===== config.mk =====
export PLATFORM = sky130hd
export DESIGN_NAME = pe_frc_gather_flat
export DESIGN_NICKNAME = d
export VERILOG_FILES = /design/src/rtl/MD_pkg.sv /design/src/rtl/pe_frc_gather_if.sv /design/src/rtl/frc_gather_fifo.sv /design/src/rtl/pe_frc_gather.sv /design/src/flat_wrapper.sv
export SDC_FILE = /design/constraint.sdc
export NUM_CORES = 2
export LEC_CHECK = 0
export CAP_MARGIN = 5
export CORE_ASPECT_RATIO = 0.75
export CORE_MARGIN = 8
export CORE_UTILIZATION = 55
export DETAILED_ROUTE_END_ITERATION = 8
export PLACE_DENSITY = 0.86
export SLEW_MARGIN = 0
export SYNTH_ARGS = -nofsm -noshare
export SYNTH_HDL_FRONTEND = slang
export SYNTH_SLANG_ARGS = --single-unit

===== constraint.sdc =====
create_clock -name clk -period 7.7 [get_ports clk]
set_clock_uncertainty 0.15 [all_clocks]
set_input_delay 1.54 -clock clk [delete_from_list [all_inputs] [get_ports clk]]
set_output_delay 1.54 -clock clk [all_outputs]
set_load 0.1 [all_outputs]

===== src/rtl/MD_pkg.sv =====
// Shared MD-engine types: force packet layout and gather defaults.
// Urgent-priority arbitration is enabled with FRC_GATHER_URGENT_EN.
package MD_pkg;

    localparam int FRC_PKT_STRUCT_WIDTH = 32;
    localparam int GATHER_NUM_CH        = 8;

    typedef struct packed {
        logic [1:0] tag;
        logic [9:0] fz;
        logic [9:0] fy;
        logic [9:0] fx;
    } frc_pkt_t;

endpackage


===== src/rtl/pe_frc_gather_if.sv =====
// PE-side write bus and ring-side output bus of the force gather block.
// Shared by pe_frc_gather (slave) and its driver (master).
interface pe_frc_gather_if
    import MD_pkg::*;
#(
    parameter int NUM_CH = GATHER_NUM_CH,
    parameter int DATA_W = FRC_PKT_STRUCT_WIDTH
);
    localparam int CW = $clog2(NUM_CH);

    logic [NUM_CH*DATA_W-1:0] in_data;
    logic [NUM_CH-1:0]        in_valid;
    logic [NUM_CH-1:0]        almost_full;
    logic [DATA_W-1:0]        out_data;
    logic [CW-1:0]            out_chan;
    logic                     out_valid;
    logic                     out_ready;
    logic [NUM_CH-1:0]        overflow;
    logic                     all_empty;

    modport master (
        output in_data, in_valid, out_ready,
        input  almost_full, out_data, out_chan, out_valid,
        input  overflow, all_empty
    );

    modport slave (
        input  in_data, in_valid, out_ready,
        output almost_full, out_data, out_chan, out_valid,
        output overflow, all_empty
    );

endinterface


===== src/rtl/frc_gather_fifo.sv =====
// Single-channel force FIFO with same-cycle push/pop and a registered
// almost-full flag; a full FIFO accepts a write when it is also popped.
module frc_gather_fifo #(
    parameter int DATA_W    = 32,
    parameter int DEPTH     = 16,
    parameter int AF_THRESH = DEPTH - 4
) (
    input  logic                       clk,
    input  logic                       rst,
    input  logic                       wr_en,
    input  logic [DATA_W-1:0]          wr_data,
    input  logic                       rd_en,
    output logic [DATA_W-1:0]          rd_data,
    output logic [$clog2(DEPTH):0]     count,
    output logic                       full,
    output logic                       empty,
    output logic                       almost_full
);
    localparam int AW = $clog2(DEPTH);
    localparam logic [AW:0] AF_C = (AW+1)'(AF_THRESH);

    logic [DATA_W-1:0] mem [DEPTH];
    logic [AW-1:0]     wr_ptr;
    logic [AW-1:0]     rd_ptr;
    logic [AW:0]       cnt;
    logic [AW:0]       cnt_nxt;
    logic              do_wr;
    logic              do_rd;
    logic              af_q;

    assign empty = (cnt == '0);
    assign full  = cnt[AW];
    assign do_rd = rd_en && !empty;
    assign do_wr = wr_en && (!full || do_rd);

    always_comb begin
        cnt_nxt = cnt;
        unique case ({do_wr, do_rd})
            2'b10:   cnt_nxt = cnt + 1'b1;
            2'b01:   cnt_nxt = cnt - 1'b1;
            default: cnt_nxt = cnt;
        endcase
    end

    always_ff @(posedge clk or negedge rst) begin
        if (!rst) begin
            wr_ptr <= '0;
            rd_ptr <= '0;
            cnt    <= '0;
            af_q   <= 1'b0;
        end else begin
            if (do_wr) wr_ptr <= wr_ptr + 1'b1;
            if (do_rd) rd_ptr <= rd_ptr + 1'b1;
            cnt  <= cnt_nxt;
            af_q <= (cnt_nxt >= AF_C);
        end
    end

    // Storage is not reset; pointers alone define the contents.
    always_ff @(posedge clk) begin
        if (do_wr) mem[wr_ptr] <= wr_data;
    end

    assign rd_data     = mem[rd_ptr];
    assign count       = cnt;
    assign almost_full = af_q;

endmodule


===== src/rtl/pe_frc_gather.sv =====
// N-channel PE force collector: per-channel FIFOs drained round-robin
// into one registered output. FRC_GATHER_URGENT_EN adds almost-full priority.
module pe_frc_gather
    import MD_pkg::*;
#(
    parameter int NUM_CH    = GATHER_NUM_CH,
    parameter int DATA_W    = FRC_PKT_STRUCT_WIDTH,
    parameter int DEPTH     = 16,
    parameter int AF_THRESH = DEPTH - 4
) (
    input logic            clk,
    input logic            rst,
    pe_frc_gather_if.slave bus
);
    localparam int CW = $clog2(NUM_CH);
    localparam int AW = $clog2(DEPTH);

    logic [DATA_W-1:0] rd_data [NUM_CH];
    logic [AW:0]       cnt     [NUM_CH];
    logic [NUM_CH-1:0] full;
    logic [NUM_CH-1:0] empty;
    logic [NUM_CH-1:0] cnt_zero;
    logic [NUM_CH-1:0] af;
    logic [NUM_CH-1:0] pop;
    logic [NUM_CH-1:0] ovf_q;
    logic [CW-1:0]     rr_ptr;
    logic [CW-1:0]     pick;
    logic [CW-1:0]     idx_c;
    logic [DATA_W-1:0] out_data_q;
    logic [CW-1:0]     out_chan_q;
    logic              out_valid_q;
    logic              found;
    logic              load;

    for (genvar g = 0; g < NUM_CH; g++) begin : g_ch
        frc_gather_fifo #(
            .DATA_W    (DATA_W),
            .DEPTH     (DEPTH),
            .AF_THRESH (AF_THRESH)
        ) u_fifo (
            .clk         (clk),
            .rst         (rst),
            .wr_en       (bus.in_valid[g]),
            .wr_data     (bus.in_data[g*DATA_W +: DATA_W]),
            .rd_en       (pop[g]),
            .rd_data     (rd_data[g]),
            .count       (cnt[g]),
            .full        (full[g]),
            .empty       (empty[g]),
            .almost_full (af[g])
        );
        assign cnt_zero[g] = (cnt[g] == '0);
    end

    assign load = !out_valid_q || bus.out_ready;

    always_comb begin
        int idx;
        idx   = 0;
        idx_c = '0;
        found = 1'b0;
        pick  = '0;
        for (int k = 1; k <= NUM_CH; k++) begin
            idx = int'(rr_ptr) + k;
            if (idx >= NUM_CH) idx = idx - NUM_CH;
            idx_c = CW'(idx);
            if (!found && !empty[idx_c]) begin
                found = 1'b1;
                pick  = idx_c;
            end
        end
`ifdef FRC_GATHER_URGENT_EN
        // Descending scan so the lowest urgent channel is the last writer.
        for (int i = NUM_CH - 1; i >= 0; i--) begin
            if (af[CW'(i)] && !empty[CW'(i)]) begin
                found = 1'b1;
                pick  = CW'(i);
            end
        end
`endif
        pop = '0;
        if (load && found) pop[pick] = 1'b1;
    end

    always_ff @(posedge clk or negedge rst) begin
        if (!rst) begin
            out_valid_q <= 1'b0;
            out_data_q  <= '0;
            out_chan_q  <= '0;
            rr_ptr      <= CW'(NUM_CH - 1);
            ovf_q       <= '0;
        end else begin
            ovf_q <= ovf_q | (bus.in_valid & full & ~pop);
            if (load) begin
                if (found) begin
                    out_valid_q <= 1'b1;
                    out_data_q  <= rd_data[pick];
                    out_chan_q  <= pick;
                    rr_ptr      <= pick;
                end else begin
                    out_valid_q <= 1'b0;
                end
            end
        end
    end

    assign bus.out_valid   = out_valid_q;
    assign bus.out_data    = out_data_q;
    assign bus.out_chan    = out_chan_q;
    assign bus.overflow    = ovf_q;
    assign bus.almost_full = af;
    assign bus.all_empty   = (&cnt_zero) && !out_valid_q;

endmodule

===== src/flat_wrapper.sv =====
// flat-port wrapper written by rule: the top's interface ports become plain ports
module pe_frc_gather_flat import MD_pkg::*;
#(
    parameter int NUM_CH    = GATHER_NUM_CH,
    parameter int DATA_W    = FRC_PKT_STRUCT_WIDTH,
    parameter int DEPTH     = 16,
    parameter int AF_THRESH = DEPTH - 4
)
  (clk, rst, bus_in_data, bus_in_valid, bus_out_ready, bus_almost_full, bus_out_data, bus_out_chan, bus_out_valid, bus_overflow, bus_all_empty);
  pe_frc_gather_if #(.NUM_CH(NUM_CH), .DATA_W(DATA_W)) bus_i ();
  input logic clk;
  input logic rst;
  input wire logic [$bits(bus_i.in_data)-1:0] bus_in_data;
  input wire logic [$bits(bus_i.in_valid)-1:0] bus_in_valid;
  input wire logic [$bits(bus_i.out_ready)-1:0] bus_out_ready;
  output wire logic [$bits(bus_i.almost_full)-1:0] bus_almost_full;
  output wire logic [$bits(bus_i.out_data)-1:0] bus_out_data;
  output wire logic [$bits(bus_i.out_chan)-1:0] bus_out_chan;
  output wire logic [$bits(bus_i.out_valid)-1:0] bus_out_valid;
  output wire logic [$bits(bus_i.overflow)-1:0] bus_overflow;
  output wire logic [$bits(bus_i.all_empty)-1:0] bus_all_empty;
  assign bus_i.in_data = bus_in_data;
  assign bus_i.in_valid = bus_in_valid;
  assign bus_i.out_ready = bus_out_ready;
  assign bus_almost_full = bus_i.almost_full;
  assign bus_out_data = bus_i.out_data;
  assign bus_out_chan = bus_i.out_chan;
  assign bus_out_valid = bus_i.out_valid;
  assign bus_overflow = bus_i.overflow;
  assign bus_all_empty = bus_i.all_empty;
  pe_frc_gather #(.NUM_CH(NUM_CH), .DATA_W(DATA_W), .DEPTH(DEPTH), .AF_THRESH(AF_THRESH)) u_core (.clk(clk), .rst(rst), .bus(bus_i));
endmodule

======== After elaboration in Yosys (flattened, before gate mapping) ========
Memory sizes are Yosys's and may differ from the RTL's.
Cells that the tools add are included.
storage, ports and cells
  memories ................................ 8
  word-level logic and storage cells ...... 287
  register bits after elaboration ......... 159
  memory bits (writable) .................. 4096
  input port bits ......................... 267
  output and inout port bits .............. 53
memory list
  memory                     words  width  read ports  clocked after Yosys merged registers in  write ports  line                   source
  u_core.g_ch[0].u_fifo.mem  16     32     1           0                                        1            frc_gather_fifo.sv:22  logic [DATA_W-1:0] mem [DEPTH];
  u_core.g_ch[1].u_fifo.mem  16     32     1           0                                        1            frc_gather_fifo.sv:22
  u_core.g_ch[2].u_fifo.mem  16     32     1           0                                        1            frc_gather_fifo.sv:22
  u_core.g_ch[3].u_fifo.mem  16     32     1           0                                        1            frc_gather_fifo.sv:22
  u_core.g_ch[4].u_fifo.mem  16     32     1           0                                        1            frc_gather_fifo.sv:22
  u_core.g_ch[5].u_fifo.mem  16     32     1           0                                        1            frc_gather_fifo.sv:22
  2 more memories            -      -      -           -                                        -            -
cells by class
  reductions and logical operators ........ 75
  $add $sub $neg .......................... 48
  equal/unequal tests ..................... 16
  magnitude comparators ................... 27
  bitwise operators ....................... 5
  mux-type cells .......................... 71
operator list
  cell                   count
  $bmux W32 S3           1
  $pmux W5 S2            8
  $add A4 B1 Y4 const B  16
  $mux W32               2
  $mux W3                16
  $ge A5 B4 Y1 const B   9
  $add A5 B1 Y5 const B  8
  $logic_not A5 Y1       8
  $sub A5 B1 Y5 const B  8
  $lt A3 B4 Y1 const B   9
  $mux W1                34
  $ge A4 B4 Y1 const B   8
  $logic_not A1 Y1       30
  $logic_and A1 B1 Y1    26
  $bmux W1 S3            8
  $sub A3 B1 Y3 const B  8
  $add A3 B3 Y4 const B  4
  $and A8 B8 Y8          2
  $eq A2 B1 Y1 const B   8
  $eq A2 B2 Y1 const B   8
  $logic_or A1 B1 Y1     9
  $add A3 B2 Y4 const B  2
  $mux W8                1
  $not A8 Y8             1
  other kinds (8)        8

======== Logic depth before layout (Yosys ltp) ========
  depth after elaboration ................. 37
  mapped depth ............................ 27
  mapped depth without buffers ............ 23

======== By module ========
Synthesis repeated with hierarchy kept, for this count alone.
unflattened totals
  cell total of the unflattened synthesis .. 7532
  area total of the unflattened synthesis .. 165276.0 µm²
modules (own cells, without submodules)
  module                                       area an instance (µm²)  cells each  times used
  frc_gather_fifo (u_core.g_ch[3].u_fifo ...)  20026.7                 885         5
  frc_gather_fifo (u_core.g_ch[1].u_fifo ...)  20059.2                 886         2
  frc_gather_fifo (u_core.g_ch[0].u_fifo)      20056.7                 886         1
  pe_frc_gather                                4967.3                  449         1

======== Worst setup path after synthesis ========
OpenSTA, ideal clock, no wires.
  path type ............................... register -> register
  start ................................... reg u_core.rr_ptr[0]
  end ..................................... mem u_core.g_ch[5].u_fifo.mem[1][0], enable pin
  data arrival time ....................... 7291 ps
  cell stages (with the launch flop) ...... 17
  buffers on the path ..................... 2
  slack ................................... -254 ps
  required time ........................... 7037 ps
  setup time .............................. 513 ps
  clock period less this slack ............ 7954 ps
  path through ............................ dfstp_2 -> clkinv_1 -> clkbuf_1 -> ha_1 -> or4_1 -> nor2_1 -> or2_2 -> a31oi_1 -> a2111o_1 -> o311ai_2 -> and3_1 -> buf_2 -> o21ai_1 -> o21ai_1 -> and2_1 -> inv_2 -> nor4b_1
between the ends
  cells in the longest elaborated chain, start to end .. 36
  elaborated cells on any way between the ends .. 96
  classes of those cells .................. 16 x add/sub; 10 x order compare; 45 x mux; 25 x reduce/logical
RTL lines
  what                                                  line                   source
  start, declared                                       pe_frc_gather.sv:26    logic [CW-1:0] rr_ptr;
  start signal, assigned                                pe_frc_gather.sv:90    rr_ptr <= CW'(NUM_CH - 1);
  start signal, assigned                                pe_frc_gather.sv:99    rr_ptr <= pick;
  $add A3 B2 Y4                                         pe_frc_gather.sv:64    idx = int'(rr_ptr) + k;
  $ge A4 B4 Y1 / $sub A3 B1 Y3 (equally long branches)  pe_frc_gather.sv:65    if (idx >= NUM_CH) idx = idx - NUM_CH;
  $mux W3                                               pe_frc_gather.sv:65
  $bmux W1 S3                                           pe_frc_gather.sv:67    if (!found && !empty[idx_c]) begin
  $mux W1 (not written as such)                         pe_frc_gather.sv:67
  $logic_not A1 Y1                                      pe_frc_gather.sv:67
  $logic_and A1 B1 Y1                                   pe_frc_gather.sv:67
  $mux W1                                               pe_frc_gather.sv:67
  (+20 left out)                                        -
  $mux W1 (not written as such)                         pe_frc_gather.sv:82    if (load && found) pop[pick] = 1'b1;
  $demux W1 S3                                          -
  $mux W8 (*)                                           pe_frc_gather.sv:82
  $logic_and A1 B1 Y1 (*)                               frc_gather_fifo.sv:33  assign do_rd = rd_en && !empty;
  $logic_or A1 B1 Y1 (*)                                frc_gather_fifo.sv:34  assign do_wr = wr_en && (!full || do_rd);
  $logic_and A1 B1 Y1 (*)                               frc_gather_fifo.sv:34
  $mux W1 (*)                                           frc_gather_fifo.sv:61  if (do_wr) mem[wr_ptr] <= wr_data;
  $mux W1 (not written as such) (*)                     frc_gather_fifo.sv:61
  end, declared                                         frc_gather_fifo.sv:22
Mark *: on every way between the ends. The rest lies on a longest branch, timed or not. The select of a mux whose other input is x is not followed.

======== Worst setup path in the final report ========
  start ................................... reg u_core.rr_ptr[1]
  end ..................................... reg u_core.g_ch[5].u_fifo.af_q
between the ends
  cells in the longest elaborated chain, start to end .. 37
  elaborated cells on any way between the ends .. 98
  classes of those cells .................. 16 x add/sub; 11 x order compare; 2 x eq/ne; 44 x mux; 25 x reduce/logical
RTL lines
  what                                                  line                   source
  $add A3 B2 Y4                                         pe_frc_gather.sv:64
  $ge A4 B4 Y1 / $sub A3 B1 Y3 (equally long branches)  pe_frc_gather.sv:65
  $mux W3                                               pe_frc_gather.sv:65
  $bmux W1 S3                                           pe_frc_gather.sv:67
  $mux W1 (not written as such)                         pe_frc_gather.sv:67
  $logic_not A1 Y1                                      pe_frc_gather.sv:67
  $logic_and A1 B1 Y1                                   pe_frc_gather.sv:67
  $mux W1                                               pe_frc_gather.sv:67
  (+22 left out)                                        -
  $mux W8 (*)                                           pe_frc_gather.sv:82
  $logic_and A1 B1 Y1 (*)                               frc_gather_fifo.sv:33
  $logic_or A1 B1 Y1                                    frc_gather_fifo.sv:34
  $logic_and A1 B1 Y1                                   frc_gather_fifo.sv:34
  $eq A2 B1 Y1 / $eq A2 B2 Y1 (equally long branches)   frc_gather_fifo.sv:38  unique case ({do_wr, do_rd})
  $pmux W5 S2 (*)                                       frc_gather_fifo.sv:38
  net u_core.g_ch[5].u_fifo.cnt_nxt[4]                  frc_gather_fifo.sv:26  logic [AW:0] cnt_nxt;
  $ge A5 B4 Y1 (*)                                      frc_gather_fifo.sv:55  af_q <= (cnt_nxt >= AF_C);
  end signal, assigned                                  frc_gather_fifo.sv:55
  end, declared                                         frc_gather_fifo.sv:29  logic af_q;
Mark *: on every way through the listed nets, which the timed path passes. The rest lies on a longest branch. The select of a mux whose other input is x is not followed.
A chain may end at the register's enable or synchronous reset.

==> metrics.cfg <==
[yosys]
synth_enable_flop_cells=4096
synth_seq_area_share_pct=76.4
post-synth-top-area-fraction_pct=74.0
synth_compound_area_share_pct=3.04
yosysWarningCount=0
synth_top_family_by_area=multiplexers
synth.area.mux_share_pct=16.2
yosys.area_share.xor_xnor_pct=0.485
asyncSetResetFlopFracSynth_pct=3.74
share_of_synthesized_cell_area_in_full_adder_half_adder_and_majority_cells_pct=0.654
yosys.area.top_type=sky130_fd_sc_hd__edfxtp_1
synth.most_common_cell=sky130_fd_sc_hd__edfxtp_1
yosys_most_used_dff=sky130_fd_sc_hd__edfxtp_1
synth_commonest_cells=sky130_fd_sc_hd__edfxtp_1, sky130_fd_sc_hd__mux4_2, sky130_fd_sc_hd__mux2i_1, sky130_fd_sc_hd__clkbuf_1, sky130_fd_sc_hd__nand2_1
post_synth_inst_count=7766
netlist_top_cells_area=sky130_fd_sc_hd__edfxtp_1, sky130_fd_sc_hd__mux4_2, sky130_fd_sc_hd__mux2i_1
ys_ff_latch=4255
yosysUniqueCellTypes=94
synthesized_area_per_cell_sq_um=21.4
synth_area_sq_mm=0.166
synthesis.nets=8115
synth_simple_gate_area_share_pct=1.97

[power]
p_total_w=0.0755
p_comb_share_pct=34.3
p_clk_share_pct=25.9
sw_ratio_pct=36.3
total_switching_power_w=0.0274
static-leakage-power_nw=60.3
power.share.sequential_pct=39.8
vdd_ir_drop_max_uv=407
internal-power_w=0.0481
power-per-cell-area_mw_per_mm2=401

[clocking]
cts.sinks=4255
clock_latency_ns=0.95
cts_tree=yes
tritoncts.num_buffers=383
postCtsHoldBufs=0
max-clock-path-buffers=4
clkSlewWorstSetupHoldPaths_ns=0.06
htree_levels=5
root_buffer=sky130_fd_sc_hd__clkbuf_16

[sta]
worst_pin_slew_ns=1.45
final_hold_viol_count=0
relSlewSlack_pct=3.59
fin_crit_sh_pct=94.6
fmax_mhz=137
min_period_ns=7.28
report.final.slew_viol_count=0
setup_repair_after_global_routing_missed_its_margin=no
timing.final.setup_violations=0

[route]
wl_per_cell_um=37.8
vias=89200
drt_iter0_drc=14300
firstDrtPassIters=8
detail-route-antenna-nets=0
vias_per_cell=7.08
route.final.wire_length_um=477000
remaining_drc_errors=0

[critical_path]
r2r-end=u_core.g_ch[5].u_fifo.almost_full$_DFF_PN0_
worst_setup_path_class=register to register
worst_setup_path_startpoint=u_core.rr_ptr[1]$_DFFE_PN1N_
worst_r2r_path_depth=23
crit_path_end_kind=register
path_max_fanout=22
ff2ff_setup_slack_ns=0.42
critPathArrivalTime_ns=7.93
timing.critical_path.to=u_core.g_ch[5].u_fifo.almost_full$_DFF_PN0_
crit_required_ns=8.35
critical_path.startpoint_type=register
worstReg2RegStart=u_core.rr_ptr[1]$_DFFE_PN1N_

[floorplan]
area_of_the_die_sq_mm=0.320
pin_count=320
fp.dieH_um=492
dieWidth_um=651
fp-row-count=174
design.core.area_sq_mm=0.300
initial_core_util_pct=55.3

[placement]
place.port_buffers=319
dp_hpwl_um=265000
globalplace.congestion=0.899

[final_layout]
multi_input_comb_area_sq_mm=0.0381
area.sequential_sq_mm=0.127
finish.net_count=8597
layout_cells_sized_above_1_pct=23.5
finalCoreUtilization_pct=62.6
filler_cell_count=18400
area.growth.synth_to_final_pct=13.2

[global_routing]
wire_length_of_the_first_global_routing_pass_um=662000
grt_antenna_before_repair=109
grtUsageTotal_pct=28.7
grt_max_degree=122
grt_pass1_vias=88600
grt_overflow=0

[worst_hold_path]
worstHoldPathCells=1
worst_hold_path_type=register to register

[run]
max-cap-violations=0

[status]
status=completed

## metal layers
layer  vias up  track usage, %  wire length (um)
li1      33600               -                 -
met3      1457            7.04             59800
met5         -               0               273
met4        44            17.6             36000
met1     45800            36.5            157000
met2      8260            45.0            224000
## metrics by stage
step	instance area [sq um]	instances	worst slack [ns]	hold slack (ns)	setup TNS, ns
2_1_floorplan	166000	7766	-0.254	0.332	-16.25
3_3_place_gp	175000	11800	0.233	0.340	0
3_5_place_dp	175000	11800	0.0996	0.333	0
4_1_cts	188000	12500	0.0233	0.346	0
5_1_grt	188000	12600	0.210	0.369	0
6_report	188000	12600	0.418	0.352	0
## worst max-delay path, stage by stage, from the launching register on
cell and delay, ns:
sky130_fd_sc_hd__dfstp_4 0.79, sky130_fd_sc_hd__inv_1 0.29, sky130_fd_sc_hd__ha_2 0.49, sky130_fd_sc_hd__or4_1 0.51, sky130_fd_sc_hd__nor2_1 0.27, sky130_fd_sc_hd__or2_2 0.19
sky130_fd_sc_hd__a31oi_1 0.17, sky130_fd_sc_hd__a2111o_1 0.46, sky130_fd_sc_hd__o311ai_2 0.40, sky130_fd_sc_hd__and3_1 0.45, sky130_fd_sc_hd__o21ai_2 0.37, sky130_fd_sc_hd__o21ai_1 0.36
sky130_fd_sc_hd__and2_2 0.37, sky130_fd_sc_hd__inv_2 0.23, sky130_fd_sc_hd__ha_1 0.33, sky130_fd_sc_hd__inv_1 0.14, sky130_fd_sc_hd__fa_1 0.24, sky130_fd_sc_hd__inv_1 0.06
sky130_fd_sc_hd__a21o_1 0.15, sky130_fd_sc_hd__a21oi_1 0.18, sky130_fd_sc_hd__xnor2_1 0.14, sky130_fd_sc_hd__nor2_1 0.07, sky130_fd_sc_hd__xor2_1 0.17, sky130_fd_sc_hd__a21o_1 0.17
## worst min-delay path by stage
stage,startpoint,to,slack [ns]
after floorplan,u_core.g_ch[2].u_fifo.count[0]$_DFF_PN0_,u_core.g_ch[2].u_fifo.count[0]$_DFF_PN0_,0.33
after global placement,u_core.bus.out_chan[1]$_DFFE_PN0N_,u_core.bus.out_chan[1]$_DFFE_PN0N_,0.34
after detailed placement,u_core.bus.out_chan[1]$_DFFE_PN0N_,u_core.bus.out_chan[1]$_DFFE_PN0N_,0.33
after CTS,u_core.bus.out_chan[1]$_DFFE_PN0N_,u_core.bus.out_chan[1]$_DFFE_PN0N_,0.35
after global routing,u_core.bus.out_chan[1]$_DFFE_PN0N_,u_core.bus.out_chan[1]$_DFFE_PN0N_,0.37
final,u_core.bus.out_chan[1]$_DFFE_PN0N_,u_core.bus.out_chan[1]$_DFFE_PN0N_,0.35
## logic make-up after synthesis
group	count (synthesis)
AND/OR/NAND/NOR	669
adder cells (fa/ha/maj)	82
buffers and inverters	500
AO/OA/AOI/OAI	697
XOR/XNOR	92
multiplexers	1471
flip-flops	4255
## power by group through the flow
stage,clock network (W),registers (W),logic (W)
finish,0.0195,0.0300,0.0259
global route,0.0204,0.0301,0.0265
CTS,0.0195,0.0300,0.0252
detailed placement,0,0.0303,0.0245
global placement,0,0.0301,0.0239
floorplan,0,0.0293,0.0155
## timing repair
| item | CTS | global route |
|---|---|---|
| endpoints found under the setup margin | 0 | 212 |
| resized for setup | 0 | 4 |
| setup buffers | 0 | 2 |
## sequential cells by signal, indices dropped and copies added, names as in the netlist
signal	flops
u_core.bus.out_valid	1
u_core.rr_ptr	3
u_core.g_ch.u_fifo.count	40
u_core.g_ch.u_fifo.rd_ptr	32
u_core.bus.out_data	32
u_core.g_ch.u_fifo.wr_ptr	32
u_core.bus.overflow	8
u_core.g_ch.u_fifo.almost_full	8
u_core.g_ch.u_fifo.mem	4096
u_core.bus.out_chan	3
## area by class of cell
| cell class | count | share of cell area (%) |
|---|---|---|
| Antenna cell | 76 | 0.101 |
| Clock buffer | 469 | 5.43 |
| Clock inverter | 231 | 1.23 |
| Inverter | 68 | 0.136 |
| Multi-Input combinational cell | 3011 | 20.3 |
| Sequential cell | 4255 | 67.6 |
| Tap cell | 3960 | 2.64 |
| Timing Repair Buffer | 529 | 2.62 |
## cell usage in the layout, fill, tap and decap left out, types with 42 or more instances in the layout
cell	netlist	layout
sky130_fd_sc_hd__edfxtp_1	4096	4096
sky130_fd_sc_hd__mux4_2	975	975
sky130_fd_sc_hd__mux2i_1	440	440
sky130_fd_sc_hd__clkbuf_16	0	391
sky130_fd_sc_hd__clkdlybuf4s50_1	0	311
sky130_fd_sc_hd__nand2_1	242	241
sky130_fd_sc_hd__buf_4	8	203
sky130_fd_sc_hd__a221oi_1	160	160
sky130_fd_sc_hd__o21ai_0	132	132
sky130_fd_sc_hd__dfrtp_1	156	130
sky130_fd_sc_hd__nand3_1	104	104
sky130_fd_sc_hd__a22oi_1	94	94
sky130_fd_sc_hd__clkinv_1	3	88
sky130_fd_sc_hd__a21oi_1	87	87
sky130_fd_sc_hd__diode_2	0	76
sky130_fd_sc_hd__nor2_4	1	74
sky130_fd_sc_hd__ha_1	74	73
sky130_fd_sc_hd__xnor2_1	68	68
sky130_fd_sc_hd__nor2_1	140	66
sky130_fd_sc_hd__clkinv_2	0	65
sky130_fd_sc_hd__clkbuf_1	279	65
sky130_fd_sc_hd__inv_1	62	62
sky130_fd_sc_hd__mux2_2	54	54
sky130_fd_sc_hd__a21o_1	42	42
sky130_fd_sc_hd__bufinv_16	0	42
No activity file was read; power rests on OpenSTA's default activity.
